===== src/rtl/gc_pkg.sv =====
// Shared types and helpers for the GarbledCircuit netlist sequencer.
// Header words carry two P-bit fields: hi = [2P-1:P], lo = [P-1:0].
package gc_pkg;

  typedef enum logic [2:0] {
    StIdle,
    StStart,
    StStream,
    StRun,
    StDone
  } gc_state_e;

  localparam logic [1:0] ERR_NONE    = 2'd0;
  localparam logic [1:0] ERR_XOR     = 2'd1;
  localparam logic [1:0] ERR_SIZE    = 2'd2;
  localparam logic [1:0] ERR_TIMEOUT = 2'd3;

  localparam int unsigned HDR_INIT     = 0;
  localparam int unsigned HDR_INPUT    = 1;
  localparam int unsigned HDR_OUT_DFF  = 2;
  localparam int unsigned HDR_GATE_XOR = 3;

  function automatic logic [31:0] fld_hi(input logic [31:0] w, input int unsigned p);
    return w >> p;
  endfunction

  function automatic logic [31:0] fld_lo(input logic [31:0] w, input int unsigned p);
    return w & ~(32'hffff_ffff << p);
  endfunction

endpackage


===== src/rtl/gc_hdr_decode.sv =====
// Captures the four netlist header words and derives image length, label/table
// counts and the header sanity checks.
module gc_hdr_decode
  import gc_pkg::*;
#(
  parameter int unsigned P  = 16,
  parameter int unsigned CC = 1,
  parameter int unsigned A  = 12
) (
  input  logic         clk,
  input  logic         rst,
  input  logic         cap,
  input  logic [A:0]   idx,
  input  logic [31:0]  word,
  output logic [P:0]   init_size,
  output logic [P:0]   input_size,
  output logic [P-1:0] output_size,
  output logic [P-1:0] dff_size,
  output logic [P-1:0] gate_size,
  output logic [P-1:0] num_xor,
  output logic [32:0]  total,
  output logic         xor_err,
  output logic         size_err,
  output logic [31:0]  n_labels,
  output logic [31:0]  n_tables
);

  localparam logic [A:0] IdxInit    = (A+1)'(HDR_INIT);
  localparam logic [A:0] IdxInput   = (A+1)'(HDR_INPUT);
  localparam logic [A:0] IdxOutDff  = (A+1)'(HDR_OUT_DFF);
  localparam logic [A:0] IdxGateXor = (A+1)'(HDR_GATE_XOR);

  logic [P-1:0] hi, lo, gate_live, xor_live;
  logic         is_gx, hdr3_q;

  assign hi    = P'(fld_hi(word, P));
  assign lo    = P'(fld_lo(word, P));
  assign is_gx = (idx == IdxGateXor);

  // While word 3 is on the bus its fields are not yet registered; use them live.
  assign gate_live = is_gx ? lo : gate_size;
  assign xor_live  = is_gx ? hi : num_xor;
  assign total     = 33'(dff_size) + 33'(gate_live) + 33'd4;
  assign xor_err   = (xor_live > gate_live);
  assign size_err  = (total > (33'd1 << A));

  always_ff @(posedge clk or posedge rst) begin
    if (rst) begin
      init_size   <= '0;
      input_size  <= '0;
      output_size <= '0;
      dff_size    <= '0;
      gate_size   <= '0;
      num_xor     <= '0;
      n_labels    <= '0;
      n_tables    <= '0;
      hdr3_q      <= 1'b0;
    end else begin
      hdr3_q <= cap && is_gx;
      if (cap) begin
        case (idx)
          IdxInit:    init_size  <= (P+1)'(hi) + (P+1)'(lo);
          IdxInput:   input_size <= (P+1)'(hi) + (P+1)'(lo);
          IdxOutDff: begin
            output_size <= lo;
            dff_size    <= hi;
          end
          IdxGateXor: begin
            gate_size <= lo;
            num_xor   <= hi;
          end
          default: ;
        endcase
      end
      if (hdr3_q) begin
        n_labels <= 32'(init_size) + 32'(CC) * 32'(input_size) + 32'd2;
        n_tables <= 32'(CC) * (32'(gate_size) - 32'(num_xor));
      end
    end
  end

endmodule


===== src/rtl/gc_netlist_sequencer.sv =====
// Front-end controller: streams a netlist image from memory into the GarbledCircuit
// core, then watches cid until the core completes or times out.
module gc_netlist_sequencer
  import gc_pkg::*;
#(
  parameter int unsigned P       = 16,
  parameter int unsigned CC      = 1,
  parameter int unsigned S       = 10,
  parameter int unsigned A       = 12,
  parameter int unsigned MAX_CYC = 2**20
) (
  input  logic         clk,
  input  logic         rst,
  input  logic         go,
  output logic         mem_rd,
  output logic [A-1:0] mem_addr,
  input  logic [31:0]  mem_rdata,
  output logic         gc_start,
  output logic [31:0]  netlist_in,
  input  logic [S-1:0] cid,
  output logic         busy,
  output logic         done,
  output logic [1:0]   err,
  output logic [P:0]   init_size,
  output logic [P:0]   input_size,
  output logic [P-1:0] output_size,
  output logic [P-1:0] dff_size,
  output logic [P-1:0] gate_size,
  output logic [P-1:0] num_xor,
  output logic [31:0]  n_labels,
  output logic [31:0]  n_tables,
  output logic [31:0]  cycles
);

  localparam logic [A:0] IdxGateXor = (A+1)'(HDR_GATE_XOR);

  gc_state_e   state_q, state_d;
  logic [A:0]  cnt_q, cnt_d, cnt_nxt;
  logic [31:0] cycles_q, cycles_d;
  logic [1:0]  err_q, err_d;
  logic [32:0] total;
  logic        xor_err, size_err;

  gc_hdr_decode #(
    .P  (P),
    .CC (CC),
    .A  (A)
  ) u_hdr (
    .clk         (clk),
    .rst         (rst),
    .cap         (state_q == StStream),
    .idx         (cnt_q),
    .word        (mem_rdata),
    .init_size   (init_size),
    .input_size  (input_size),
    .output_size (output_size),
    .dff_size    (dff_size),
    .gate_size   (gate_size),
    .num_xor     (num_xor),
    .total       (total),
    .xor_err     (xor_err),
    .size_err    (size_err),
    .n_labels    (n_labels),
    .n_tables    (n_tables)
  );

  assign cnt_nxt = cnt_q + (A+1)'(1);

  always_comb begin
    state_d    = state_q;
    cnt_d      = cnt_q;
    cycles_d   = cycles_q;
    err_d      = err_q;
    mem_rd     = 1'b0;
    mem_addr   = '0;
    gc_start   = 1'b0;
    netlist_in = '0;
    unique case (state_q)
      StIdle: begin
        if (go) begin
          state_d = StStart;
          cnt_d   = '0;
        end
      end
      StStart: begin
        gc_start = 1'b1;
        mem_rd   = 1'b1;
        state_d  = StStream;
      end
      StStream: begin
        netlist_in = mem_rdata;
        cnt_d      = cnt_nxt;
        mem_addr   = cnt_nxt[A-1:0];
        if (cnt_q < IdxGateXor) begin
          mem_rd = 1'b1;
        end else if (cnt_q == IdxGateXor) begin
          if (xor_err) begin
            state_d = StDone;
            err_d   = ERR_XOR;
          end else if (size_err) begin
            state_d = StDone;
            err_d   = ERR_SIZE;
          end else if (total == 33'd4) begin
            state_d = StRun;
          end else begin
            mem_rd = 1'b1;
          end
        end else if (33'(cnt_nxt) < total) begin
          mem_rd = 1'b1;
        end else begin
          state_d = StRun;
        end
        if (!mem_rd) mem_addr = '0;
      end
      StRun: begin
        if (cid == S'(CC)) begin
          state_d = StDone;
        end else if (cycles_q == 32'(MAX_CYC - 1)) begin
          state_d = StDone;
          err_d   = ERR_TIMEOUT;
        end else begin
          cycles_d = cycles_q + 32'd1;
        end
      end
      StDone: begin
        if (go) begin
          state_d  = StStart;
          cnt_d    = '0;
          err_d    = ERR_NONE;
          cycles_d = '0;
        end
      end
      default: state_d = StIdle;
    endcase
  end

  always_ff @(posedge clk or posedge rst) begin
    if (rst) begin
      state_q  <= StIdle;
      cnt_q    <= '0;
      cycles_q <= '0;
      err_q    <= ERR_NONE;
    end else begin
      state_q  <= state_d;
      cnt_q    <= cnt_d;
      cycles_q <= cycles_d;
      err_q    <= err_d;
    end
  end

  assign busy   = (state_q == StStart) || (state_q == StStream) || (state_q == StRun);
  assign done   = (state_q == StDone);
  assign err    = err_q;
  assign cycles = cycles_q;

endmodule


===== config.mk =====
export PLATFORM = sky130hd
export DESIGN_NAME = gc_netlist_sequencer
export DESIGN_NICKNAME = d
export VERILOG_FILES = /design/src/rtl/gc_pkg.sv /design/src/rtl/gc_hdr_decode.sv /design/src/rtl/gc_netlist_sequencer.sv
export SDC_FILE = /design/constraint.sdc
export NUM_CORES = 1
export LEC_CHECK = 0
export CAP_MARGIN = 20
export CORE_UTILIZATION = 40
export CTS_BUF_LIST = sky130_fd_sc_hd__clkbuf_4
export DETAILED_ROUTE_END_ITERATION = 10
export PLACE_DENSITY_LB_ADDON = 0.25
export SLEW_MARGIN = 20
export SYNTH_ARGS = -nofsm -noshare
export SYNTH_HDL_FRONTEND = slang
export SYNTH_SLANG_ARGS = --single-unit

===== constraint.sdc =====
create_clock -name clk -period 9.5 [get_ports clk]
set_input_delay 1.425 -clock clk [delete_from_list [all_inputs] [get_ports clk]]
set_output_delay 1.425 -clock clk [all_outputs]
set_load 0.005 [all_outputs]

==> impl_metrics.tcl <==
set metrics [dict create \
    grt_start_max_net_pins 119 \
    htreeDepth 4 \
    die_x_um 183 \
    start_kind "flop" \
    setup_violations 0 \
    drt-vias-per-instance 5.37 \
    critPathTopFamily "compound AO/OA/AOI/OAI gates" \
    fin_crit_ps 8650 \
    vias 11300 \
    ys_seq_area_share_pct 35.3 \
    endpoint_kind "primary output" \
    startpoint "cnt_q[10]" \
    p_sw_share_pct 47.0 \
    met3_usage_pct 4.27 \
    initial_core_util_pct 41.1 \
    slowest_delay_ps 540 \
    critPathKind "flop to primary output" \
    postPlaceCellArea_um2 16100 \
    layout_common_cells "275 x clkdlybuf4s50_1, 185 x dfrtp_1, 128 x nand2_1, 110 x nor2_1, 101 x ha_1" \
    r2r_start "cnt_q[10]" \
    synthCells 1426 \
    path_common_cell "nand2_1" \
    p_seq_share_pct 20.9 \
    grt_overflow 0 \
    die_h_um 183 \
    grt_pass1_vias 10800 \
    setup_tns_ps 0 \
    synth.avg_cell_area_um2 9.21 \
    crit_path_max_fanout 34 \
    whs_ps 502 \
    core-area_um2 32000 \
    cts.clk_slew.worst_paths_ps 160 \
    crit_buf_inv 3 \
    drtPass1Iterations 5 \
    clock_latency_ps 580 \
    cap_viol_max_count 0 \
    crit_required_ps 8080 \
    synth_edf_count 0 \
    netlist.area_leader.share_pct 35.3 \
    fillerInstances 3006 \
    numPortBuffers 275 \
    leakagePower_nw 7.18 \
    place_ws_ps 1130 \
    drc_errors 0 \
    fin_crit_sh_pct 91.0 \
    numCtsBuffers 17 \
    use_met1_pct 31.2 \
    crit_path_cell_trace "nor4_1 > nand2_1 > nor4_2 > nand2_1 > buf_4 > a21oi_1 > inv_1 > fa_1 > a211o_4 > a2111o_1 > o311ai_2 > nand3_4 > a2111oi_0 > nand2b_1 > ha_1 > a21o_1 > a221oi_1 > o21ai_1 > a32oi_2 > nor2_2 > nor3b_1 > clkdlybuf4s50_1" \
    peakVddDrop_mv 0.212 \
    tritoncts "built" \
    pwr_density_cell_nw_per_um2 423 \
    p_switching_mw 3.25 \
    pwr-share-comb_pct 73.0 \
    p_int_mw 3.67 \
    ys_warn_count 0 \
    place_congestion 0.903 \
    cts_sinks 185 \
    hold_viol_final 0 \
    yosysTopAreaCell "dfrtp_1" \
    num_rows 65 \
    drtIter0Drc 665 \
    fin_nets 1816 \
    grt_pass1_wl_mm 59.8 \
    hold_start "u_hdr.n_tables[8]" \
    max_slew_margin_pct 35.9 \
    hold_path_class "flop to flop" \
    synth.distinct_cells 93 \
    finalMaxSlewViolations 0 \
    clkPwrFrac_pct 6.1 \
    grt_busiest_layer "met2" \
    dominantRegCellSynth "dfrtp_1" \
    layout-drive-gt1-share_pct 9.84 \
    area_growth_syn_to_layout_pct 24.7 \
    tightestPinTransition_ps 959 \
    drtAntennaViolNets 0 \
    fin_area_um2 16400 \
    fin_skew_ps 24.1 \
    ios 289 \
    setup_ws_ps 854 \
    clockRootBuffer "clkbuf_4" \
    routed_wl_mm 38.4 \
    antenna_found_initial 1 \
    outcome "finished clean" \
    ctsLongestPathBuffers 2 \
    r2r_setup_slack_ps 3430 \
    syn_area_um2 13100 \
    fmax_ghz 0.116 \
    detailed_place_hpwl_mm 29.7 \
    worstPathArrival_ps 7220 \
    p_total_mw 6.93 \
    grtUsageMet2_pct 37.4 \
    synthTopCellsByArea "dfrtp_1 35%, ha_1 9.6%, mux2_2 7.1%, nand2_1 3.7%, o21ai_0 3.2%" \
    wl_per_cell_um 18.2 \
    rsz0062_at_grt "false" \
    dieArea_um2 33600 \
    final_common_cell "clkdlybuf4s50_1" \
    ys_ff_latch 185 \
    grtUsageTotal_pct 22.9 \
    async_reset_ff_share_pct 100 \
    cpMaxStageDelayCell "clkdlybuf4s50_1" \
    post_cts_buffers 0 \
]
==> sequential cells by signal (all words and copies together), names as in the netlist <==
register	cells
err	2
cycles	32
state_q	3
u_hdr.input_size	17
u_hdr.n_labels	19
u_hdr.n_tables	17
u_hdr.hdr3_q	1
cnt_q	13
u_hdr.dff_size	16
u_hdr.num_xor	16
u_hdr.output_size	16
u_hdr.init_size	17
u_hdr.gate_size	16
==> stage by stage <==
step                instances  utilization, %
floorplan                1438               -
global placement         2082            50.5
detailed placement       2082            50.5
CTS                      2112            51.2
global route             2113            51.3
finish                   2113            51.3
==> cell families (layout without fill, tap and decap cells) <==
| kind of cell | after synthesis | after routing | share of synthesized area [%] |
|---|---|---|---|
| AOI/OAI and AO/OA | 296 | 296 | 15.0 |
| xor gates and xnor gates | 86 | 86 | 5.74 |
| adders and majority gates | 105 | 105 | 10.2 |
| buffers and inverters | 152 | 391 | 5.35 |
| DFF | 185 | 185 | 35.3 |
| muxes | 105 | 105 | 8.87 |
| other | 1 | 14 | 0.0286 |
| and+or+nand+nor | 496 | 496 | 19.5 |
==> worst register-to-register path, cell delays in order, from the launching register on <==
cell and delay (ps):
dfrtp_1 470, nor4_1 380, nand2_1 110, nor4_2 390
nand2_1 180, buf_4 320, a21oi_1 270, inv_1 110
fa_1 450, a211o_4 380, a2111o_1 390, o311ai_2 180
nand3_4 180, a2111oi_0 500, nand2b_1 180, ha_1 240
a21o_1 180, a221oi_1 270, o21ai_1 120, a32oi_2 390
or2_1 170, o211ai_1 80
==> cell type report <==
class / instances / area, µm² / area share [%]
antenna: 1 / 2.50 / 0.0153
clock buffer: 19 / 143 / 0.871
clock inverter: 11 / 98.8 / 0.603
inverter: 80 / 308 / 1.88
multi-input combinational: 1101 / 7860 / 48.0
sequential: 185 / 4630 / 28.3
tap: 435 / 544 / 3.32
timing repair buffer: 281 / 2800 / 17.1
==> cell usage after synthesis, drive strengths merged (37+ instances only) <==
cell   instances
a21oi         74
and2          37
buf           40
dfrtp        185
ha           101
inv           80
mux2          85
nand2        129
nor2         112
o21ai         93
xnor2         41
xor2          45
==> repair_timing <==
action                     in CTS  in global routing
hold buffers                    0                  0
gates resized for setup         0                  1
setup endpoints to repair       0                  1
==> power by group through the flow <==
stage	clock [mW]	combinational, mW	sequential (mW)
finish	0.421	5.06	1.45
global route	0.465	5.60	1.50
CTS	0.437	5.04	1.45
detailed placement	0	5.01	1.47
global placement	0	4.92	1.46
floorplan	0	3.36	1.40
==> final timing paths <==
path / to / cells after the start
setup / recovery: mem_addr[1] / 22
max in group asynchronous: u_hdr.input_size[10] / 3
hold / removal: u_hdr.n_tables[8] / 1
setup reg to reg: state_q[0] / 21
hold reg to reg: u_hdr.n_tables[8] / 1
min in group asynchronous: u_hdr.output_size[12] / 2
==> layer usage <==
| layer | vias up | part of all wire (%) |
|---|---|---|
| met5 | - | 0 |
| met4 | 0 | 1.7 |
| met3 | 34 | 5.1 |
| met2 | 297 | 47 |
| met1 | 5481 | 47 |
| li1 | 5527 | - |
Power figures use the tool's default switching activity.
